<file path="src/rtl/dac_output_stage.sv">
// Output stage: range reduction, gain, offset, saturation and offset-binary conversion,
// followed by a serialiser that drives an SPI DAC with chip-select and LDAC strobes.
module dac_output_stage #(
    parameter int DAC_BITS     = 16,
    parameter int CLK_DIV      = 2,
    parameter int SAMPLE_SHIFT = 14
) (
    input  logic        Fg_clk,
    input  logic        Resetn,
    input  logic        Enable,
    input  logic [31:0] sample_in,
    input  logic [15:0] Gain,
    input  logic [15:0] Offset,
    input  logic        Mute,
    input  logic        clr_flags,
    output logic        dac_sclk,
    output logic        dac_mosi,
    output logic        dac_csn,
    output logic        dac_ldacn,
    output logic        busy,
    output logic        overrun,
    output logic        clip
);

    localparam int PW        = 49;
    localparam int ZW        = 50;
    localparam int GAIN_FRAC = 15;
    localparam int DW        = ($clog2(CLK_DIV) > 0) ? $clog2(CLK_DIV) : 1;
    localparam int BW        = $clog2(DAC_BITS + 1);

    localparam logic signed [ZW-1:0] Z_HALF   = ZW'(64'sd1 <<< (DAC_BITS - 1));
    localparam logic signed [ZW-1:0] Z_MAX    = Z_HALF - 50'sd1;
    localparam logic signed [ZW-1:0] Z_MIN    = -Z_HALF;
    localparam logic [DW-1:0]        DIV_LAST = DW'(CLK_DIV - 1);
    localparam logic [DW-1:0]        DIV_INC  = DW'(1);
    localparam logic [BW-1:0]        BIT_LAST = BW'(DAC_BITS - 1);
    localparam logic [BW-1:0]        BIT_INC  = BW'(1);

    typedef enum logic [1:0] {
        ST_IDLE  = 2'd0,
        ST_SHIFT = 2'd1,
        ST_CSH   = 2'd2,
        ST_LDAC  = 2'd3
    } state_t;

    logic signed [31:0]    sample_r;
    logic                  v1_r;
    logic [DAC_BITS-1:0]   pend_word_r;
    logic                  pending_r;
    logic                  overrun_r;
    logic                  clip_r;

    state_t                state_r;
    logic [DAC_BITS-2:0]   shift_r;
    logic [DW-1:0]         div_r;
    logic [BW-1:0]         bit_r;
    logic                  ldac_cnt_r;
    logic                  sclk_r;
    logic                  mosi_r;
    logic                  csn_r;
    logic                  ldacn_r;

    logic signed [31:0]    x_s;
    logic signed [PW-1:0]  xe_s;
    logic signed [PW-1:0]  ge_s;
    logic signed [PW-1:0]  p_s;
    logic signed [PW-1:0]  y_s;
    logic signed [ZW-1:0]  z_s;
    logic [DAC_BITS-1:0]   zc_s;
    logic                  sat_s;
    logic [DAC_BITS-1:0]   code_s;
    logic                  clip_evt_s;
    logic                  consume_s;
    logic                  ovr_set_s;
    logic                  clip_set_s;

    // Stage-2 datapath; widths chosen so nothing wraps before the clamp.
    always_comb begin
        x_s  = sample_r >>> SAMPLE_SHIFT;
        xe_s = {{(PW-32){x_s[31]}}, x_s};
        ge_s = {{(PW-16){1'b0}}, Gain};
        p_s  = xe_s * ge_s;
        y_s  = p_s >>> GAIN_FRAC;
        z_s  = {y_s[PW-1], y_s} + {{(ZW-16){Offset[15]}}, Offset};
        zc_s  = z_s[DAC_BITS-1:0];
        sat_s = 1'b0;
        if (z_s > Z_MAX) begin
            zc_s  = Z_MAX[DAC_BITS-1:0];
            sat_s = 1'b1;
        end else if (z_s < Z_MIN) begin
            zc_s  = Z_MIN[DAC_BITS-1:0];
            sat_s = 1'b1;
        end else begin
            zc_s  = z_s[DAC_BITS-1:0];
            sat_s = 1'b0;
        end
        code_s     = {1'b1, {(DAC_BITS-1){1'b0}}};
        clip_evt_s = 1'b0;
        if (Mute) begin
            code_s     = {1'b1, {(DAC_BITS-1){1'b0}}};
            clip_evt_s = 1'b0;
        end else begin
            code_s     = {~zc_s[DAC_BITS-1], zc_s[DAC_BITS-2:0]};
            clip_evt_s = sat_s;
        end
    end

    // A load in IDLE consumes the pending word; a write that is not consumed overruns.
    always_comb begin
        consume_s  = (state_r == ST_IDLE) && pending_r;
        ovr_set_s  = v1_r && pending_r && !consume_s;
        clip_set_s = v1_r && clip_evt_s;
    end

    // Capture, pending word and sticky flags (set wins over clear).
    always_ff @(posedge Fg_clk or negedge Resetn) begin
        if (!Resetn) begin
            sample_r    <= 32'sd0;
            v1_r        <= 1'b0;
            pend_word_r <= '0;
            pending_r   <= 1'b0;
            overrun_r   <= 1'b0;
            clip_r      <= 1'b0;
        end else begin
            v1_r <= Enable;
            if (Enable) begin
                sample_r <= sample_in;
            end else begin
                sample_r <= sample_r;
            end
            if (v1_r) begin
                pend_word_r <= code_s;
                pending_r   <= 1'b1;
            end else if (consume_s) begin
                pending_r   <= 1'b0;
            end else begin
                pending_r   <= pending_r;
            end
            if (ovr_set_s) begin
                overrun_r <= 1'b1;
            end else if (clr_flags) begin
                overrun_r <= 1'b0;
            end else begin
                overrun_r <= overrun_r;
            end
            if (clip_set_s) begin
                clip_r <= 1'b1;
            end else if (clr_flags) begin
                clip_r <= 1'b0;
            end else begin
                clip_r <= clip_r;
            end
        end
    end

    // SPI frame FSM: MSB first, mosi changes only as sclk falls.
    always_ff @(posedge Fg_clk or negedge Resetn) begin
        if (!Resetn) begin
            state_r    <= ST_IDLE;
            shift_r    <= '0;
            div_r      <= '0;
            bit_r      <= '0;
            ldac_cnt_r <= 1'b0;
            sclk_r     <= 1'b0;
            mosi_r     <= 1'b0;
            csn_r      <= 1'b1;
            ldacn_r    <= 1'b1;
        end else begin
            case (state_r)
                ST_IDLE: begin
                    if (pending_r) begin
                        shift_r <= pend_word_r[DAC_BITS-2:0];
                        mosi_r  <= pend_word_r[DAC_BITS-1];
                        csn_r   <= 1'b0;
                        sclk_r  <= 1'b0;
                        div_r   <= '0;
                        bit_r   <= '0;
                        state_r <= ST_SHIFT;
                    end else begin
                        csn_r   <= 1'b1;
                        ldacn_r <= 1'b1;
                        sclk_r  <= 1'b0;
                        mosi_r  <= 1'b0;
                    end
                end
                ST_SHIFT: begin
                    if (div_r == DIV_LAST) begin
                        div_r <= '0;
                        if (!sclk_r) begin
                            sclk_r <= 1'b1;
                        end else begin
                            sclk_r <= 1'b0;
                            if (bit_r == BIT_LAST) begin
                                csn_r   <= 1'b1;
                                mosi_r  <= 1'b0;
                                state_r <= ST_CSH;
                            end else begin
                                bit_r   <= bit_r + BIT_INC;
                                mosi_r  <= shift_r[DAC_BITS-2];
                                shift_r <= {shift_r[DAC_BITS-3:0], 1'b0};
                            end
                        end
                    end else begin
                        div_r <= div_r + DIV_INC;
                    end
                end
                ST_CSH: begin
                    ldacn_r    <= 1'b0;
                    ldac_cnt_r <= 1'b0;
                    state_r    <= ST_LDAC;
                end
                ST_LDAC: begin
                    if (ldac_cnt_r) begin
                        ldacn_r <= 1'b1;
                        state_r <= ST_IDLE;
                    end else begin
                        ldac_cnt_r <= 1'b1;
                    end
                end
                default: begin
                    state_r <= ST_IDLE;
                    csn_r   <= 1'b1;
                    ldacn_r <= 1'b1;
                    sclk_r  <= 1'b0;
                    mosi_r  <= 1'b0;
                end
            endcase
        end
    end

    assign dac_sclk  = sclk_r;
    assign dac_mosi  = mosi_r;
    assign dac_csn   = csn_r;
    assign dac_ldacn = ldacn_r;
    assign busy      = (state_r != ST_IDLE) | pending_r | v1_r;
    assign overrun   = overrun_r;
    assign clip      = clip_r;

endmodule

</file>
<file path="config.mk">
export PLATFORM = sky130hd
export DESIGN_NAME = dac_output_stage
export DESIGN_NICKNAME = d
export VERILOG_FILES = /design/src/rtl/dac_output_stage.sv
export SDC_FILE = /design/constraint.sdc
export NUM_CORES = 1
export LEC_CHECK = 0
export BUFFER_PORTS_ARGS = -buffer_cell sky130_fd_sc_hd__buf_2
export CORE_MARGIN = 10
export CORE_UTILIZATION = 45
export CTS_BUF_LIST = sky130_fd_sc_hd__clkbuf_16
export DETAILED_ROUTE_END_ITERATION = 10
export PLACE_DENSITY_LB_ADDON = 0.25
export SLEW_MARGIN = 20
export SYNTH_ARGS = -nofsm -noshare
export SYNTH_HDL_FRONTEND = slang
export SYNTH_SLANG_ARGS = --single-unit
</file>
<file path="constraint.sdc">
create_clock -name Fg_clk -period 11.15 [get_ports Fg_clk]
set_input_delay 1.6725 -clock Fg_clk [delete_from_list [all_inputs] [get_ports Fg_clk]]
set_output_delay 1.6725 -clock Fg_clk [all_outputs]
set_load 0.1 [all_outputs]
</file>
==> reports/metrics.csv, run 1 <==
stage;metric;value;unit
cts;cts_sinks;66;
synthesis;ys_ff_latch;66;
cts;htreeDepth;3;
status;status;finished, final reports clean;
synthesis;netlist-cell-type-count;64;
setup_path;cpMaxStageDelayCell;fa_1;
cts;cts_tree;done;
drt;drc;0;
timing;skew;18.65;ps
floorplan;die_h;199.3;microns
cts;ctsHoldBuffers;0;
timing;worst_pin_slew;947.5;ps
final_layout;drive_gt1_frac;0.07084;
global_route;antenna_found_initial;0;
timing;rsz0062_at_grt;no;
synthesis;async_flop_share;1.000;
cts;cts_root_buffer;clkbuf_16;
setup_path;r2r-end;pend_word_r[6];
final_layout;layout.nets;2052;
final_layout;areaGrowthSynthToFinish;6.144;%
cts;clk_pin_slew;60;ps
synthesis;ys_seq_area_frac;0.1144;
final_layout;n_antenna_cell;0;
timing;hold_violations;0;
drt;vias;10370;
global_route;overflow;0;
final_layout;multiInputGateArea;0.01122;sq mm
floorplan;initial_utilization;0.4571;
placed_design;portBuffers;61;
cts;clk_path_buf_depth;2;
setup_path;worstSetupPathType;primary input to register;
drt;routedWlPerCell;17.10;microns
global_route;grt_pass1_wl;56740;microns
floorplan;ios;76;
setup_path;required;11380;ps
setup_path;critPathMaxStageDelay;800;ps
timing;fmax;0.1002;GHz
worst_hold_path;holdPathStages;2;
timing;maxSlewViolCount;0;
placed_design;gp_congestion;0.8165;
cts;post_cts_buffers;0;
synthesis;synth-edff-count;0;
drt;dr.pass1.iters;5;
final_layout;mostFrequentLayoutCells;inv_1, fa_1, nand2_1;
final_layout;regArea;0.001654;sq mm
timing;relSlewSlack;0.3683;
drt;ant_nets;0;
drt;drt-total-wl;33920;microns
drt;viasPerCell;5.228;
timing;fin_tns_setup;0;ps
global_route;grt_max_degree;67;
worst_hold_path;hp-class;register to register;
setup_path;arrival;10220;ps
final_layout;final_common_cell;inv_1;
synthesis;syn_avg_cell_area;9.263;sq um
worst_hold_path;hold_start;shift_r[13];
floorplan;die_area;0.03970;sq mm
cts;cts_resized;0;
synthesis;synthFlopType;dfrtp_1;
setup_path;ff2ff_setup_slack;1980;ps
job;maxCapViolCount;0;
floorplan;std_cell_rows;65;
setup_path;r2r_cells;27;
synthesis;synth.net_count;2037;
cts;numCtsBuffers;9;
setup_path;end_kind;register;
synthesis;syn_area;0.01446;sq mm
timing;fin_crit_sh;0.8953;
synthesis;ys_warn_count;0;
setup_path;worstSetupStartpointType;primary input;
setup_path;r2r_start;sample_r[31];
cts;clk-insertion-delay-late;360;ps
global_route;grt.total_usage;0.1817;
drt;dr.first_iter.drc_count;601;
floorplan;die_w;199.3;microns
setup_path;crit_path_max_fanout;18;
timing;setup_viol;0;
setup_path;path_common_cell;fa_1;
synthesis;syn_inst;1561;
worst_hold_path;hold-path-endpoint;shift_r[13];
timing;min_period;9983;ps
global_route;grt_pass1_vias;10980;
final_layout;nFillCells;3052;
floorplan;coreArea;0.03164;sq mm
placed_design;hpwlAfterDp;26980;microns
## per-layer routing
metal / vias to the layer above / share of wire / global-route usage
met4: 0 / 0.025 / 0.05284
met5: - / 0 / 0
li1: 4800 / - / -
met2: 194 / 0.53 / 0.3265
met3: 48 / 0.035 / 0.02136
met1: 5326 / 0.41 / 0.2234
## flip-flops by register name (all words and copies together) (netlist names)
signal	cells
dac_ldacn	1
dac_csn	1
pend_word_r	16
v1_r	1
overrun	1
bit_r	5
state_r	2
ldac_cnt_r	1
div_r	1
clip	1
shift_r	15
sample_r	18
dac_mosi	1
dac_sclk	1
pending_r	1
## logic make-up after synthesis
family | Yosys count | share of synthesized area
adder cells (fa/ha/maj) | 407 | 0.5038
buffers and inverters | 419 | 0.1098
flip-flops | 66 | 0.1144
XOR/XNOR | 41 | 0.02483
AO/OA/AOI/OAI | 176 | 0.08376
multiplexers | 32 | 0.02371
AND/OR/NAND/NOR | 420 | 0.1397
## per-stage QoR
stage | hold WS, ps | instance area [sq um] | util | cells | setup WS [ps]
after floorplan | 441.9 | 14460 | - | 1561 | 1546
after global placement | 455.6 | 15050 | 0.4758 | 1967 | 878.1
after detailed placement | 465.8 | 15050 | 0.4758 | 1967 | 780.7
after CTS | 482.7 | 15350 | 0.4851 | 1983 | 1143
after global routing | 506.2 | 15350 | 0.4851 | 1983 | 490.6
final | 482.1 | 15350 | 0.4851 | 1983 | 1167
## worst max path at each step
stage | to | startpoint | depth (start not counted)
floorplan | clip | Gain[3] | 30
global placement | clip | Gain[2] | 28
detailed placement | clip | Gain[2] | 28
CTS | pend_word_r[6] | Gain[2] | 28
global route | pend_word_r[11] | Gain[2] | 28
finish | pend_word_r[6] | Gain[2] | 28
## layout make-up
| class | count | area share |
|---|---|---|
| multi-input cells | 1076 | 0.7309 |
| flip-flops and latches | 66 | 0.1078 |
| inverters | 359 | 0.08780 |
| well taps | 402 | 0.03277 |
| repair buffers | 64 | 0.02152 |
| clock buffers | 9 | 0.01467 |
| clock inverters | 7 | 0.004565 |
## Yosys cell counts (3+ instances only)
cell	number	area, sq um
nand2b_1	8	50.05
dfrtp_1	64	1602
xor2_1	15	131.4
nand2_1	217	814.5
or3_1	5	31.28
nor4_1	3	18.77
a21oi_1	40	200.2
o21a_1	7	52.55
a221o_1	13	130.1
o211ai_1	7	52.55
xnor2_1	26	227.7
a31oi_1	6	37.54
fa_1	292	5846
ha_1	115	1439
nand4_1	8	50.05
inv_1	359	1348
and3_1	10	62.56
o21bai_1	3	22.52
nor2_1	23	86.33
a21boi_0	3	22.52
a211o_1	3	26.28
nand3_1	8	40.04
a21o_1	18	135.1
mux2_2	18	202.7
o22a_1	3	26.28
a211oi_1	7	52.55
clkbuf_1	57	214.0
and2_1	116	725.7
nor3_1	10	50.05
nor2b_1	4	25.02
mux2i_1	14	140.1
o21ai_0	37	185.2
## critical path: cells and delay by family
kind	cells	cell delay, ps
adder cells (fa/ha/maj)	8	3880
AO/OA/AOI/OAI	11	2810
AND/OR/NAND/NOR	4	1110
buffers and inverters	4	550
XOR/XNOR	1	160
Power of run 1 is left out: the tool's default activity adds up to more than one toggle a clock period on the data nets, which glitch-free logic cannot reach.
==> run 2, diff against run 1 <==
--- a/config.mk
+++ b/config.mk
@@ -7,10 +7,10 @@
 export LEC_CHECK = 0
 export BUFFER_PORTS_ARGS = -buffer_cell sky130_fd_sc_hd__buf_2
 export CORE_MARGIN = 10
-export CORE_UTILIZATION = 45
+export CORE_UTILIZATION = 30
 export CTS_BUF_LIST = sky130_fd_sc_hd__clkbuf_16
 export DETAILED_ROUTE_END_ITERATION = 10
-export PLACE_DENSITY_LB_ADDON = 0.25
+export PLACE_DENSITY_LB_ADDON = 0.15
 export SLEW_MARGIN = 20
 export SYNTH_ARGS = -nofsm -noshare
 export SYNTH_HDL_FRONTEND = slang
==> run 2 against run 1 <==
Register-to-register slack got worse by 230 ps. Non-clock buffer count rose by 6. Setup slack got worse by 29 ps. Design area rose by 2.2%. Utilization fell by 16 points. Sequential cell count did not move. Cell count rose by 11%. First-iteration DRC count fell by 30%. Fmax fell by 0.29%. Clock skew fell by 6.7 ps. Critical path depth did not move. Highest routed layer unchanged.
==> reports/metrics.csv, run 2 (same netlist as run 1, synthesis figures left out) <==
stage;metric;value;unit;change
final_layout;largestRegisters;sample_r x18, pend_word_r x16, shift_r x15;;
setup_path;worstSetupStartpointType;primary input;;
global_route;grt_pass1_wl;60840;microns;+7.2%
floorplan;coreArea;0.04775;sq mm;+51%
job;maxCapViolCount;0;;unchanged
timing;maxSlewViolCount;0;;unchanged
cts;post_cts_buffers;0;;unchanged
timing;worst_pin_slew;947.7;ps;+0.1814 ps
setup_path;worstSetupEndpoint;pend_word_r[4];;
drt;dr.pass1.iters;4;;-1
setup_path;r2r_start;sample_r[31];;
timing;skew;11.94;ps;-6.710 ps
drt;viasPerCell;4.663;;-11%
cts;ctsHoldBuffers;0;;unchanged
placed_design;portBuffers;61;;unchanged
worst_hold_path;hp-class;register to register;;
cts;cts_root_buffer;clkbuf_16;;
setup_path;crit_path_max_fanout;14;;-4
placed_design;hpwlAfterDp;30330;microns;+12%
timing;min_period;10010;ps;+28.89 ps
placed_design;placed_area;0.01536;sq mm;+2.1%
floorplan;std_cell_rows;80;;+23%
timing;relSlewSlack;0.3682;;about the same
status;status;finished, final reports clean;;
final_layout;areaGrowthSynthToFinish;8.523;%;
final_layout;design_area;0.01569;sq mm;+2.2%
global_route;grt_max_degree;67;;unchanged
floorplan;die_h;239.5;microns;+20%
timing;rsz0062_at_grt;no;;
timing;fmax;0.09988;GHz;-0.29%
floorplan;initial_utilization;0.3029;;-0.1542
cts;numCtsBuffers;9;;unchanged
setup_path;ff2ff_setup_slack;1750;ps;-230 ps
drt;drc;0;;unchanged
final_layout;layout.nets;2058;;+0.29%
drt;dr.first_iter.drc_count;422;;-30%
global_route;grt_pass1_vias;11030;;+0.45%
floorplan;die_w;239.5;microns;+20%
setup_path;arrival;10230;ps;about the same
final_layout;final_common_cell;inv_1;;
cts;clk-insertion-delay-late;340;ps;-20 ps
setup_path;r2r_cells;27;;unchanged
drt;routedWlPerCell;17.00;microns;-0.62%
global_route;grt.total_usage;0.1350;;-0.04666
timing;fin_tns_setup;0;ps;unchanged
drt;drt-total-wl;37450;microns;+10%
final_layout;drive_gt1_frac;0.07498;;+0.004143
final_layout;largest_register_ffs;18;;unchanged
final_layout;mostFrequentLayoutCells;inv_1, fa_1, nand2_1;;
cts;cts_tree;done;;
cts;clk_path_buf_depth;2;;unchanged
cts;cts_resized;0;;unchanged
setup_path;end_kind;register;;
final_layout;nFillCells;5061;;+66%
final_layout;top_register;sample_r;;
placed_design;gp_congestion;0.7924;;-3.0%
floorplan;die_area;0.05738;sq mm;+45%
global_route;antenna_found_initial;0;;unchanged
floorplan;ios;76;;unchanged
cts;htreeDepth;3;;unchanged
timing;fin_crit_sh;0.8979;;+0.002591
cts;clk_pin_slew;70;ps;about the same
final_layout;regArea;0.001654;sq mm;unchanged
final_layout;multiInputGateArea;0.01122;sq mm;unchanged
drt;vias;10270;;-0.93%
cts;cts_sinks;66;;unchanged
setup_path;worstSetupPathType;primary input to register;;
global_route;overflow;0;;unchanged
drt;ant_nets;0;;unchanged
setup_path;required;11370;ps;about the same
timing;hold_violations;0;;unchanged
timing;setup_viol;0;;unchanged
setup_path;r2r-end;pend_word_r[4];;
setup_path;cp-startpoint;Gain[2];;
[run 2: changes by cell type in the layout (fill, tap and decap cells not counted)]
cell | previous run | this run
clkinv_2 | 2 | 1
inv_1 | 360 | 359
clkinv_4 | 1 | 2
diode_2 | 0 | 1
buf_4 | 4 | 10
bufinv_16 | 1 | 2
[run 2: area by class of cell]
| class | instances | share of cell area |
|---|---|---|
| timing repair buffer | 70 | 0.02392 |
| inverter | 359 | 0.08587 |
| antenna | 1 | 0.0001595 |
| sequential | 66 | 0.1054 |
| multi-input combinational | 1076 | 0.7149 |
| tap | 615 | 0.04904 |
| clock inverter | 7 | 0.006379 |
| clock buffer | 9 | 0.01435 |
[run 2: critical path, cell delays in order]
cell	delay [ps]
buf_2	290
nand2_1	200
fa_1	830
fa_1	470
inv_1	80
fa_1	450
fa_1	510
fa_1	490
inv_1	50
fa_1	470
inv_1	40
ha_1	330
a21oi_1	140
a21boi_0	120
or3_1	400
o2111ai_1	350
a21boi_0	300
or2_2	410
o311ai_0	330
ha_1	360
a21o_1	230
a22oi_1	240
nand2b_1	90
a21o_1	180
a31oi_1	190
xnor2_1	150
o31a_1	510
a221o_1	340
[run 2: stage by stage]
step	hold slack [ps]	utilization	std cells	setup WS (ps)
floorplan	441.9	-	1561	1546
global placement	455.7	0.3218	2186	831.3
detailed placement	463.8	0.3218	2186	829.5
CTS	481.1	0.3286	2202	1145
global route	505.6	0.3286	2202	444.3
finish	476.8	0.3287	2203	1138
[run 2: worst min-delay path by stage]
stage | cells past startpoint | slack (ps) | from | end
2_1_floorplan | 2 | 440 | shift_r[14] | shift_r[14]
3_3_place_gp | 1 | 460 | ldac_cnt_r | ldac_cnt_r
3_5_place_dp | 1 | 460 | ldac_cnt_r | ldac_cnt_r
4_1_cts | 1 | 480 | ldac_cnt_r | ldac_cnt_r
5_1_grt | 2 | 510 | shift_r[14] | shift_r[14]
6_report | 1 | 480 | ldac_cnt_r | ldac_cnt_r
[run 2: routing by layer]
layer / part of all wire / global-route usage / up-vias
li1: - / - / 4816
met1: 0.44 / 0.1721 / 5332
met2: 0.53 / 0.2469 / 98
met3: 0.018 / 0.009654 / 26
met4: 0.011 / 0.02315 / 0
met5: 0 / 0 / -
Power of run 2 is left out for the same reason.
==> run 3, diff against run 2 <==
--- a/config.mk
+++ b/config.mk
@@ -6,7 +6,8 @@
 export NUM_CORES = 1
 export LEC_CHECK = 0
 export BUFFER_PORTS_ARGS = -buffer_cell sky130_fd_sc_hd__buf_2
-export CORE_MARGIN = 10
+export CELL_PAD_IN_SITES_DETAIL_PLACEMENT = 1
+export CELL_PAD_IN_SITES_GLOBAL_PLACEMENT = 2
 export CORE_UTILIZATION = 30
 export CTS_BUF_LIST = sky130_fd_sc_hd__clkbuf_16
 export DETAILED_ROUTE_END_ITERATION = 10
==> run 3 against run 2 <==
Sequential share of layout area about the same. Critical path depth increased by 1. Utilization is 0.17 points higher. Setup slack improved by 65 ps. Clock skew about the same. Design area rose by 0.31%. Critical path type unchanged. Via count rose by 1.2%.
==> reports/metrics.csv, run 3 (same netlist as run 1, synthesis figures left out) <==
stage;metric;value;unit;change
setup_path;cpMaxStageDelayCell;fa_1;;
drt;dr.first_iter.drc_count;354;;-16%
cts;ctsHoldBuffers;0;;unchanged
setup_path;end_kind;register;;
setup_path;critPathMaxStageDelay;790;ps;-40 ps
floorplan;die_h;221.5;microns;-7.5%
cts;clk-insertion-delay-late;360;ps;+20 ps
cts;cts_resized;0;;unchanged
timing;worst_pin_slew;945.0;ps;-2.675 ps
setup_path;worstSetupStartpointType;primary input;;
timing;min_period;9947;ps;-64.73 ps
placed_design;portBuffers;61;;unchanged
floorplan;die_area;0.04908;sq mm;-14%
cts;clk_pin_slew;70;ps;about the same
drt;viasPerCell;4.707;;+0.94%
drt;dr.pass1.iters;4;;unchanged
final_layout;n_antenna_cell;0;;-1
floorplan;coreArea;0.04765;sq mm;-0.21%
setup_path;required;11380;ps;about the same
drt;vias;10390;;+1.2%
setup_path;path_common_cell;fa_1;;
floorplan;std_cell_rows;80;;unchanged
global_route;grt.total_usage;0.1721;;+0.03705
setup_path;critPathBufInv;5;;+1
status;status;finished, final reports clean;;
cts;clk_path_buf_depth;2;;unchanged
setup_path;worstSetupPathType;primary input to register;;
timing;setup_viol;0;;unchanged
final_layout;layout.nets;2064;;+0.29%
setup_path;crit_path_max_fanout;18;;+4
final_layout;top_register;sample_r;;
floorplan;initial_utilization;0.3035;;+0.0006363
setup_path;crit_family;adder cells;;
global_route;antenna_found_initial;0;;unchanged
final_layout;areaGrowthSynthToFinish;8.860;%;
placed_design;gp_congestion;0.7761;;-2.1%
placed_design;hpwlAfterDp;33070;microns;+9.0%
final_layout;drive_gt1_frac;0.07847;;+0.003484
cts;htreeDepth;3;;unchanged
global_route;overflow;0;;unchanged
floorplan;ios;76;;unchanged
cts;post_cts_buffers;0;;unchanged
final_layout;final_common_cell;inv_1;;
placed_design;dp_slack;749.4;ps;-80.13 ps
timing;maxSlewViolCount;0;;unchanged
drt;ant_nets;0;;unchanged
timing;skew;11.88;ps;-0.05950 ps
floorplan;die_w;221.5;microns;-7.5%
final_layout;largestRegisters;sample_r x18, pend_word_r x16, shift_r x15;;
worst_hold_path;hp-class;register to register;;
timing;fin_crit_sh;0.8921;;-0.005805
drt;routedWlPerCell;18.23;microns;+7.3%
final_layout;largest_register_ffs;18;;unchanged
cts;cts_sinks;66;;unchanged
job;maxCapViolCount;0;;unchanged
global_route;grt_pass1_wl;64940;microns;+6.7%
global_route;grt_pass1_vias;11580;;+5.0%
final_layout;nFillCells;5519;;+9.0%
drt;drc;0;;unchanged
timing;rsz0062_at_grt;no;;
cts;cts_root_buffer;clkbuf_16;;
timing;relSlewSlack;0.3700;;+0.001783
global_route;grt_max_degree;67;;unchanged
drt;drt-total-wl;40250;microns;+7.5%
final_layout;mostFrequentLayoutCells;inv_1, fa_1, nand2_1;;
cts;numCtsBuffers;9;;unchanged
timing;fmax;0.1005;GHz;+0.65%
setup_path;arrival;10180;ps;-50 ps
cts;cts_tree;done;;
timing;fin_tns_setup;0;ps;unchanged
timing;setup_ws;1203;ps;+64.73 ps
timing;hold_violations;0;;unchanged
run 3: cell types whose count changed in the layout (fill, tap and decap cells not counted), sizes merged:
| cell | delta |
|---|---|
| buf | +6 |
| clkinv | -2 |
| inv | +2 |
| diode | -1 |
run 3: final timing paths:
path,end,from,cells after the start,slack [ps]
min reg2reg,ldac_cnt_r,ldac_cnt_r,1,480
min in group asynchronous,clip,Resetn,1,1450
max in group asynchronous,sample_r[19],Resetn,1,9080
min,ldac_cnt_r,ldac_cnt_r,1,480
max reg2reg,pend_word_r[9],sample_r[31],28,1770
max,pend_word_r[9],Gain[3],29,1200
run 3: metal layers:
layer / vias to the layer above / global-route usage / share of wire
li1: 4831 / - / -
met1: 5441 / 0.2189 / 0.43
met2: 82 / 0.3159 / 0.54
met3: 38 / 0.01418 / 0.015
met4: 0 / 0.03831 / 0.018
met5: - / 0 / 0
run 3: stage by stage:
step	hold WS, ps	area, sq um	cells	utilization
after CTS	483.7	15740	2208	0.3304
final	477.3	15740	2208	0.3304
after global routing	496.0	15740	2208	0.3304
after global placement	454.8	15410	2192	0.3234
after floorplan	441.9	14460	1561	-
after detailed placement	464.4	15410	2192	0.3234
run 3: layout make-up:
class	count	area, sq um	area share
Multi-Input combinational cell	1076	11220	0.7127
Timing Repair Buffer	76	420.4	0.02671
Inverter	359	1348	0.08561
Clock inverter	7	106.4	0.006756
Sequential cell	66	1654	0.1051
Clock buffer	9	225.2	0.01431
Tap cell	615	769.5	0.04888
Power of run 3 is left out for the same reason.
